$ cat src/rtl/clock_set_ctrl.sv
// HH:MM:SS time-keeping and time-setting controller: BCD time registers,
// one-second advance in RUN, mode/up/down field editing and blink mask generation.
module clock_set_ctrl #(
   parameter int CLK_HZ     = 1000,
   parameter int BLINK_HALF = 250
) (
   input  logic       clk,
   input  logic       rst,
   input  logic       btn_mode,
   input  logic       btn_up,
   input  logic       btn_down,
   output logic [7:0] hh_bcd,
   output logic [7:0] mm_bcd,
   output logic [7:0] ss_bcd,
   output logic [1:0] mode,
   output logic [5:0] blank_mask,
   output logic       sec_tick,
   output logic       day_tick
);

   typedef enum logic [1:0] {
      RUN      = 2'b00,
      SET_HOUR = 2'b01,
      SET_MIN  = 2'b10,
      SET_SEC  = 2'b11
   } mode_e;

   localparam int PW = (CLK_HZ > 1) ? $clog2(CLK_HZ) : 1;
   localparam int BW = (BLINK_HALF > 1) ? $clog2(BLINK_HALF) : 1;
   localparam logic [PW-1:0] PRESC_LAST = PW'(CLK_HZ - 1);
   localparam logic [BW-1:0] BLINK_LAST = BW'(BLINK_HALF - 1);

   mode_e          state_q, state_d;
   logic [PW-1:0]  presc_q, presc_d;
   logic [BW-1:0]  blink_cnt_q, blink_cnt_d;
   logic           phase_q, phase_d;
   logic           hist_mode_q, hist_up_q, hist_down_q;
   logic [7:0]     hh_d, mm_d, ss_d;
   logic [5:0]     mask_d;
   logic           sec_tick_d, day_tick_d;

   logic           press_mode, press_up, press_down, edit;

   function automatic logic [7:0] bcd_inc(input logic [7:0] v, input logic [7:0] max_v);
      if (v == max_v)         return 8'h00;
      if (v[3:0] == 4'd9)     return {v[7:4] + 4'd1, 4'd0};
      return {v[7:4], v[3:0] + 4'd1};
   endfunction

   function automatic logic [7:0] bcd_dec(input logic [7:0] v, input logic [7:0] max_v);
      if (v == 8'h00)         return max_v;
      if (v[3:0] == 4'd0)     return {v[7:4] - 4'd1, 4'd9};
      return {v[7:4], v[3:0] - 4'd1};
   endfunction

   assign press_mode = btn_mode & ~hist_mode_q;
   assign press_up   = btn_up   & ~hist_up_q;
   assign press_down = btn_down & ~hist_down_q;
   // Mode wins over up/down, and opposing edits cancel out.
   assign edit       = (state_q != RUN) && !press_mode && (press_up ^ press_down);

   always_comb begin
      // NOTE: every variable gets a default first so no path leaves it unassigned (no latches).
      state_d     = state_q;
      presc_d     = presc_q;
      blink_cnt_d = blink_cnt_q;
      phase_d     = phase_q;
      hh_d        = hh_bcd;
      mm_d        = mm_bcd;
      ss_d        = ss_bcd;
      sec_tick_d  = 1'b0;
      day_tick_d  = 1'b0;
      mask_d      = 6'b000000;

      if (press_mode) state_d = mode_e'(state_q + 2'b01);

      case (state_q)
         RUN: begin
            if (presc_q == PRESC_LAST) begin
               presc_d    = '0;
               sec_tick_d = 1'b1;
               ss_d       = bcd_inc(ss_bcd, 8'h59);
               if (ss_bcd == 8'h59) begin
                  mm_d = bcd_inc(mm_bcd, 8'h59);
                  if (mm_bcd == 8'h59) begin
                     hh_d = bcd_inc(hh_bcd, 8'h23);
                     if (hh_bcd == 8'h23) day_tick_d = 1'b1;
                  end
               end
            end else begin
               presc_d = presc_q + PW'(1);
            end
         end
         SET_HOUR: begin
            presc_d = '0;
            if (edit) hh_d = press_up ? bcd_inc(hh_bcd, 8'h23) : bcd_dec(hh_bcd, 8'h23);
         end
         SET_MIN: begin
            presc_d = '0;
            if (edit) mm_d = press_up ? bcd_inc(mm_bcd, 8'h59) : bcd_dec(mm_bcd, 8'h59);
         end
         default: begin
            presc_d = '0;
            if (edit) ss_d = press_up ? bcd_inc(ss_bcd, 8'h59) : bcd_dec(ss_bcd, 8'h59);
         end
      endcase

      // Restart the blink on any edit or mode change so the field shows at once.
      if (state_q == RUN || press_mode || edit) begin
         blink_cnt_d = '0;
         phase_d     = 1'b0;
      end else if (blink_cnt_q == BLINK_LAST) begin
         blink_cnt_d = '0;
         phase_d     = ~phase_q;
      end else begin
         blink_cnt_d = blink_cnt_q + BW'(1);
      end

      case (state_d)
         SET_HOUR: mask_d = {{2{phase_d}}, 4'b0000};
         SET_MIN:  mask_d = {2'b00, {2{phase_d}}, 2'b00};
         SET_SEC:  mask_d = {4'b0000, {2{phase_d}}};
         default:  mask_d = 6'b000000;
      endcase
   end

   // NOTE: sequential state uses non-blocking assignments so every register samples pre-edge values.
   always_ff @(posedge clk or negedge rst) begin
      if (!rst) begin
         state_q     <= RUN;
         presc_q     <= '0;
         blink_cnt_q <= '0;
         phase_q     <= 1'b0;
         hist_mode_q <= 1'b0;
         hist_up_q   <= 1'b0;
         hist_down_q <= 1'b0;
         hh_bcd      <= 8'h00;
         mm_bcd      <= 8'h00;
         ss_bcd      <= 8'h00;
         blank_mask  <= 6'b000000;
         sec_tick    <= 1'b0;
         day_tick    <= 1'b0;
      end else begin
         state_q     <= state_d;
         presc_q     <= presc_d;
         blink_cnt_q <= blink_cnt_d;
         phase_q     <= phase_d;
         hist_mode_q <= btn_mode;
         hist_up_q   <= btn_up;
         hist_down_q <= btn_down;
         hh_bcd      <= hh_d;
         mm_bcd      <= mm_d;
         ss_bcd      <= ss_d;
         blank_mask  <= mask_d;
         sec_tick    <= sec_tick_d;
         day_tick    <= day_tick_d;
      end
   end

   assign mode = state_q;

endmodule

$ cat config.mk
export PLATFORM = sky130hd
export DESIGN_NAME = clock_set_ctrl
export DESIGN_NICKNAME = d
export VERILOG_FILES = /design/src/rtl/clock_set_ctrl.sv
export SDC_FILE = /design/constraint.sdc
export NUM_CORES = 1
export LEC_CHECK = 0
export ABC_CLOCK_PERIOD_IN_PS = 6700
export CAP_MARGIN = 20
export CORE_MARGIN = 2
export CORE_UTILIZATION = 55
export DETAILED_ROUTE_END_ITERATION = 10
export PLACE_DENSITY_LB_ADDON = 0.25
export RECOVER_POWER = 25
export SYNTH_ARGS = -nofsm -noshare
export SYNTH_HDL_FRONTEND = slang
export SYNTH_SLANG_ARGS = --single-unit
$ cat constraint.sdc
create_clock -name clk -period 6.7 [get_ports clk]
set_input_delay 0.67 -clock clk [delete_from_list [all_inputs] [get_ports clk]]
set_output_delay 0.67 -clock clk [all_outputs]
set_load 0.005 [all_outputs]
==> run metrics <==
status=complete, but fails checks; failing checks=capacitance limit, slew limit; RSZ-0062 raised after global routing=no; WHS=462 ps; IO buf count=38; Synthesized Nets=422; Max Clock Freq=0.335 GHz; Worst Setup Slack post-DPL=3500 ps; Crit Path Category=primary input to asynchronous set/reset pin; number of optimization iterations in the first detailed-route pass=4; maximum number of pins on one net before global-route repair=54; final WL=8050 um; final number of hold-violating endpoints=0; required time at the endpoint of the critical path=6500 ps; Clock power frac=0.155; final estimated routing congestion in global placement=0.909; overall via count from detail_route=3085; leakage power of the design=1.72 nW; cell internal power dissipation=0.833 mW; flop and latch count out of synthesis=53; wire length of the first global-routing pass=13900 um; number of clock buffers inserted by TritonCTS=5; Critical Path Start Type=primary input; Crit path max-delay family=buffers and inverters; sequential fraction of the synthesis area=0.366; Worst Setup End Kind=asynchronous set/reset pin; netlist area before placement=3620 sq um; final critical-path share of the clock period=0.445; Final #Nets=452; CTS root buffer=sky130_fd_sc_hd__clkbuf_8; async set or reset register ratio after synthesis=1.00; standard cell area after detailed placement=4000 sq um; number of vias per cell after detailed routing=6.18; largest stage delay on the critical path=2020 ps; GRT overflow=0; clock-pin slew on the worst setup and hold paths=90 ps; number of global-route vias before repair=3018; Max stage delay cell, worst path=sky130_fd_sc_hd__clkbuf_1; CTS resizes=0; antenna violations before repair=0; post-route cell area=4110 sq um; # rows=29; post-detailed-placement half-perimeter wirelength=5680 um; sw frac=0.430; count of buffering cells on the critical path with inverters included=2; worst-path fanout max=53; crit path cell chain=buf_2 > clkbuf_1; count of distinct cell types in the synthesized netlist=74; x dimension of the die=85.1 um; Slew @ Worst Pin=2860 ps; Post-CTS Repair Setup Buffers=0; Final Instance Count excl. Fillers=499; CTS max path bufs=2; max-cap check violation count=1; die height=85.1 um; global routing usage on met3=0.0389; max-slew violation total from the final report=54; CTS tree=yes; overall fraction of global-route tracks in use=0.231; power density normalized to cell area=356 nW/um^2; worst slew slack as a fraction of its limit=-0.906; final critical-path required period=2980 ps; violation count after the first detailed-routing iteration=234; switching power=0.628 mW; met1 Track Usage GR=0.325; # setup viols final=0; clock network latency to the later pin of the worst-skew pair=310 ps; number of cells produced by synthesis=391; number of DRC violations after detailed routing=0; power share of the sequential group=0.348; antenna diode count=0; final setup slack of the worst path=3720 ps; DP Cell Count=491; H-tree depth reported by CTS=2; synth warn=0; standard cell core area=6350 sq um; met2 Usage GRT=0.367; EDFF count, synth=0; prevailing post-synth register cell=sky130_fd_sc_hd__dfrtp_1; arrival time of data at the critical path endpoint=2780 ps; number of ports placed on the die boundary=39; fraction of layout cells with a size suffix above 1=0.0758; Worst IR Drop VDD=212 uV; P&R area growth vs syn=13.5%; hold_buf cts=0; global routing's busiest layer=met2; library cell with the largest summed area after synthesis=sky130_fd_sc_hd__dfrtp_1; residual antenna-violating net count after detailed routing=0; wire length per cell=16.1 um; area fraction of the dominant cell type after synthesis=0.366; relative contribution of combinational cells to total power=0.496; top post-synthesis cells by area=sky130_fd_sc_hd__dfrtp_1 37%, sky130_fd_sc_hd__ha_1 9.0%, sky130_fd_sc_hd__nor2_1 4.7%; TritonCTS Sinks=53; final total negative setup slack=0 ps; average size of a mapped cell=9.26 sq um; Layout Skew=8.34 ps; Hold/Removal Path Class=flip-flop to flip-flop; die area=7250 sq um; initial core utilization=0.570
[per-layer routing]
metal	part of all wire	up-vias
li1	-	1480
met1	0.46	1499
met2	0.48	96
met3	0.048	10
met4	0.014	0
met5	0	-
[power by group through the flow]
stage | clock network, mW | logic, mW | registers (mW)
4_1_cts | 0.234 | 0.720 | 0.506
5_1_grt | 0.244 | 0.809 | 0.524
3_5_place_dp | 0 | 0.711 | 0.512
6_report | 0.227 | 0.725 | 0.509
3_3_place_gp | 0 | 0.694 | 0.509
2_1_floorplan | 0 | 0.511 | 0.481
[through the flow]
| stage | utilization | power [mW] |
|---|---|---|
| floorplan | - | 0.992 |
| global placement | 0.629 | 1.20 |
| detailed placement | 0.629 | 1.22 |
| CTS | 0.648 | 1.46 |
| global route | 0.647 | 1.58 |
| finish | 0.647 | 1.46 |
[layout make-up]
| class | count | area, sq um |
|---|---|---|
| clock buffer | 7 | 86.3 |
| clock inverter | 1 | 30.0 |
| fill | 530 | 2240 |
| inverter | 30 | 113 |
| multi-input combinational | 292 | 2080 |
| sequential | 53 | 1330 |
| tap | 77 | 96.3 |
| timing repair buffer | 39 | 379 |
[path summary, 6_finish.rpt]
| kind | startpoint | to | slack, ps | depth (start not counted) |
|---|---|---|---|---|
| worst max-delay path | rst | phase_q$_DFF_PN0_ | 3720 | 2 |
| worst min-delay path | presc_q[0]$_DFF_PN0_ | presc_q[0]$_DFF_PN0_ | 460 | 1 |
| worst max register to register | mode[0]$_DFF_PN0_ | ss_bcd[0]$_DFFE_PN0P_ | 4130 | 7 |
| worst min register to register | presc_q[0]$_DFF_PN0_ | presc_q[0]$_DFF_PN0_ | 460 | 1 |
| max in group clk | btn_up | hh_bcd[4]$_DFFE_PN0P_ | 3720 | 6 |
| min in group asynchronous | rst | presc_q[5]$_DFF_PN0_ | 1370 | 2 |
[state kept, by name, indices dropped and copies added (netlist names)]
name	cells
blink_cnt_q	8
hist_down_q	1
blank_mask	3
phase_q	1
hist_up_q	1
hist_mode_q	1
mode	2
mm_bcd	8
ss_bcd	8
sec_tick	1
day_tick	1
presc_q	10
hh_bcd	8
[kinds of logic after synthesis]
group,Yosys count,synth area share
muxes,10,0.0294
and+or+nand+nor,146,0.233
xor gates and xnor gates,15,0.0384
adders and majority gates,26,0.0898
AOI/OAI and AO/OA,95,0.183
buffers and inverters,46,0.0598
DFF,53,0.366
[Yosys cell counts, drive strengths merged (2+ instances only)]
library cell,instances
nor2b,3
xor2,8
o211ai,4
a21o,3
inv,30
o22ai,6
and2,3
nor2,45
mux2,5
or2,2
nand4,9
nand3,19
o2bb2ai,2
xnor2,7
nor4,5
and3b,2
o21ai,16
and3,3
buf,8
o22a,3
o31a,3
a22oi,6
a221oi,5
o41ai,2
nand4b,2
clkbuf,8
a21oi,22
dfrtp,53
nand3b,6
or3b,3
nor3,16
o31ai,6
a32oi,3
or3,4
nor3b,4
a31oi,2
ha,26
a211oi,5
mux2i,5
nand2,15
[layout by cell type (no fill, tap or decap), types with 3 or more instances in the layout]
cell type	count
sky130_fd_sc_hd__clkdlybuf4s50_1	34
sky130_fd_sc_hd__o21ai_0	15
sky130_fd_sc_hd__a22oi_1	6
sky130_fd_sc_hd__nand3b_1	6
sky130_fd_sc_hd__mux2_2	4
sky130_fd_sc_hd__nand2_1	15
sky130_fd_sc_hd__nor4_1	3
sky130_fd_sc_hd__nor2b_1	3
sky130_fd_sc_hd__o211ai_1	4
sky130_fd_sc_hd__or3b_2	3
sky130_fd_sc_hd__nor3_1	15
sky130_fd_sc_hd__a32oi_1	3
sky130_fd_sc_hd__o31a_1	3
sky130_fd_sc_hd__nand4_1	8
sky130_fd_sc_hd__and3_1	3
sky130_fd_sc_hd__mux2i_1	5
sky130_fd_sc_hd__a21oi_1	21
sky130_fd_sc_hd__nand3_1	18
sky130_fd_sc_hd__a221oi_1	5
sky130_fd_sc_hd__dlygate4sd3_1	3
sky130_fd_sc_hd__o22ai_1	6
sky130_fd_sc_hd__dfrtp_1	53
sky130_fd_sc_hd__a21o_1	3
sky130_fd_sc_hd__o31ai_1	5
sky130_fd_sc_hd__clkbuf_8	6
sky130_fd_sc_hd__o22a_1	3
sky130_fd_sc_hd__xor2_1	8
sky130_fd_sc_hd__ha_1	26
sky130_fd_sc_hd__a211oi_1	4
sky130_fd_sc_hd__nor2_1	45
sky130_fd_sc_hd__inv_1	30
sky130_fd_sc_hd__xnor2_1	6
sky130_fd_sc_hd__nor3b_1	3
Note: power is estimated with default switching activity, not from simulation.
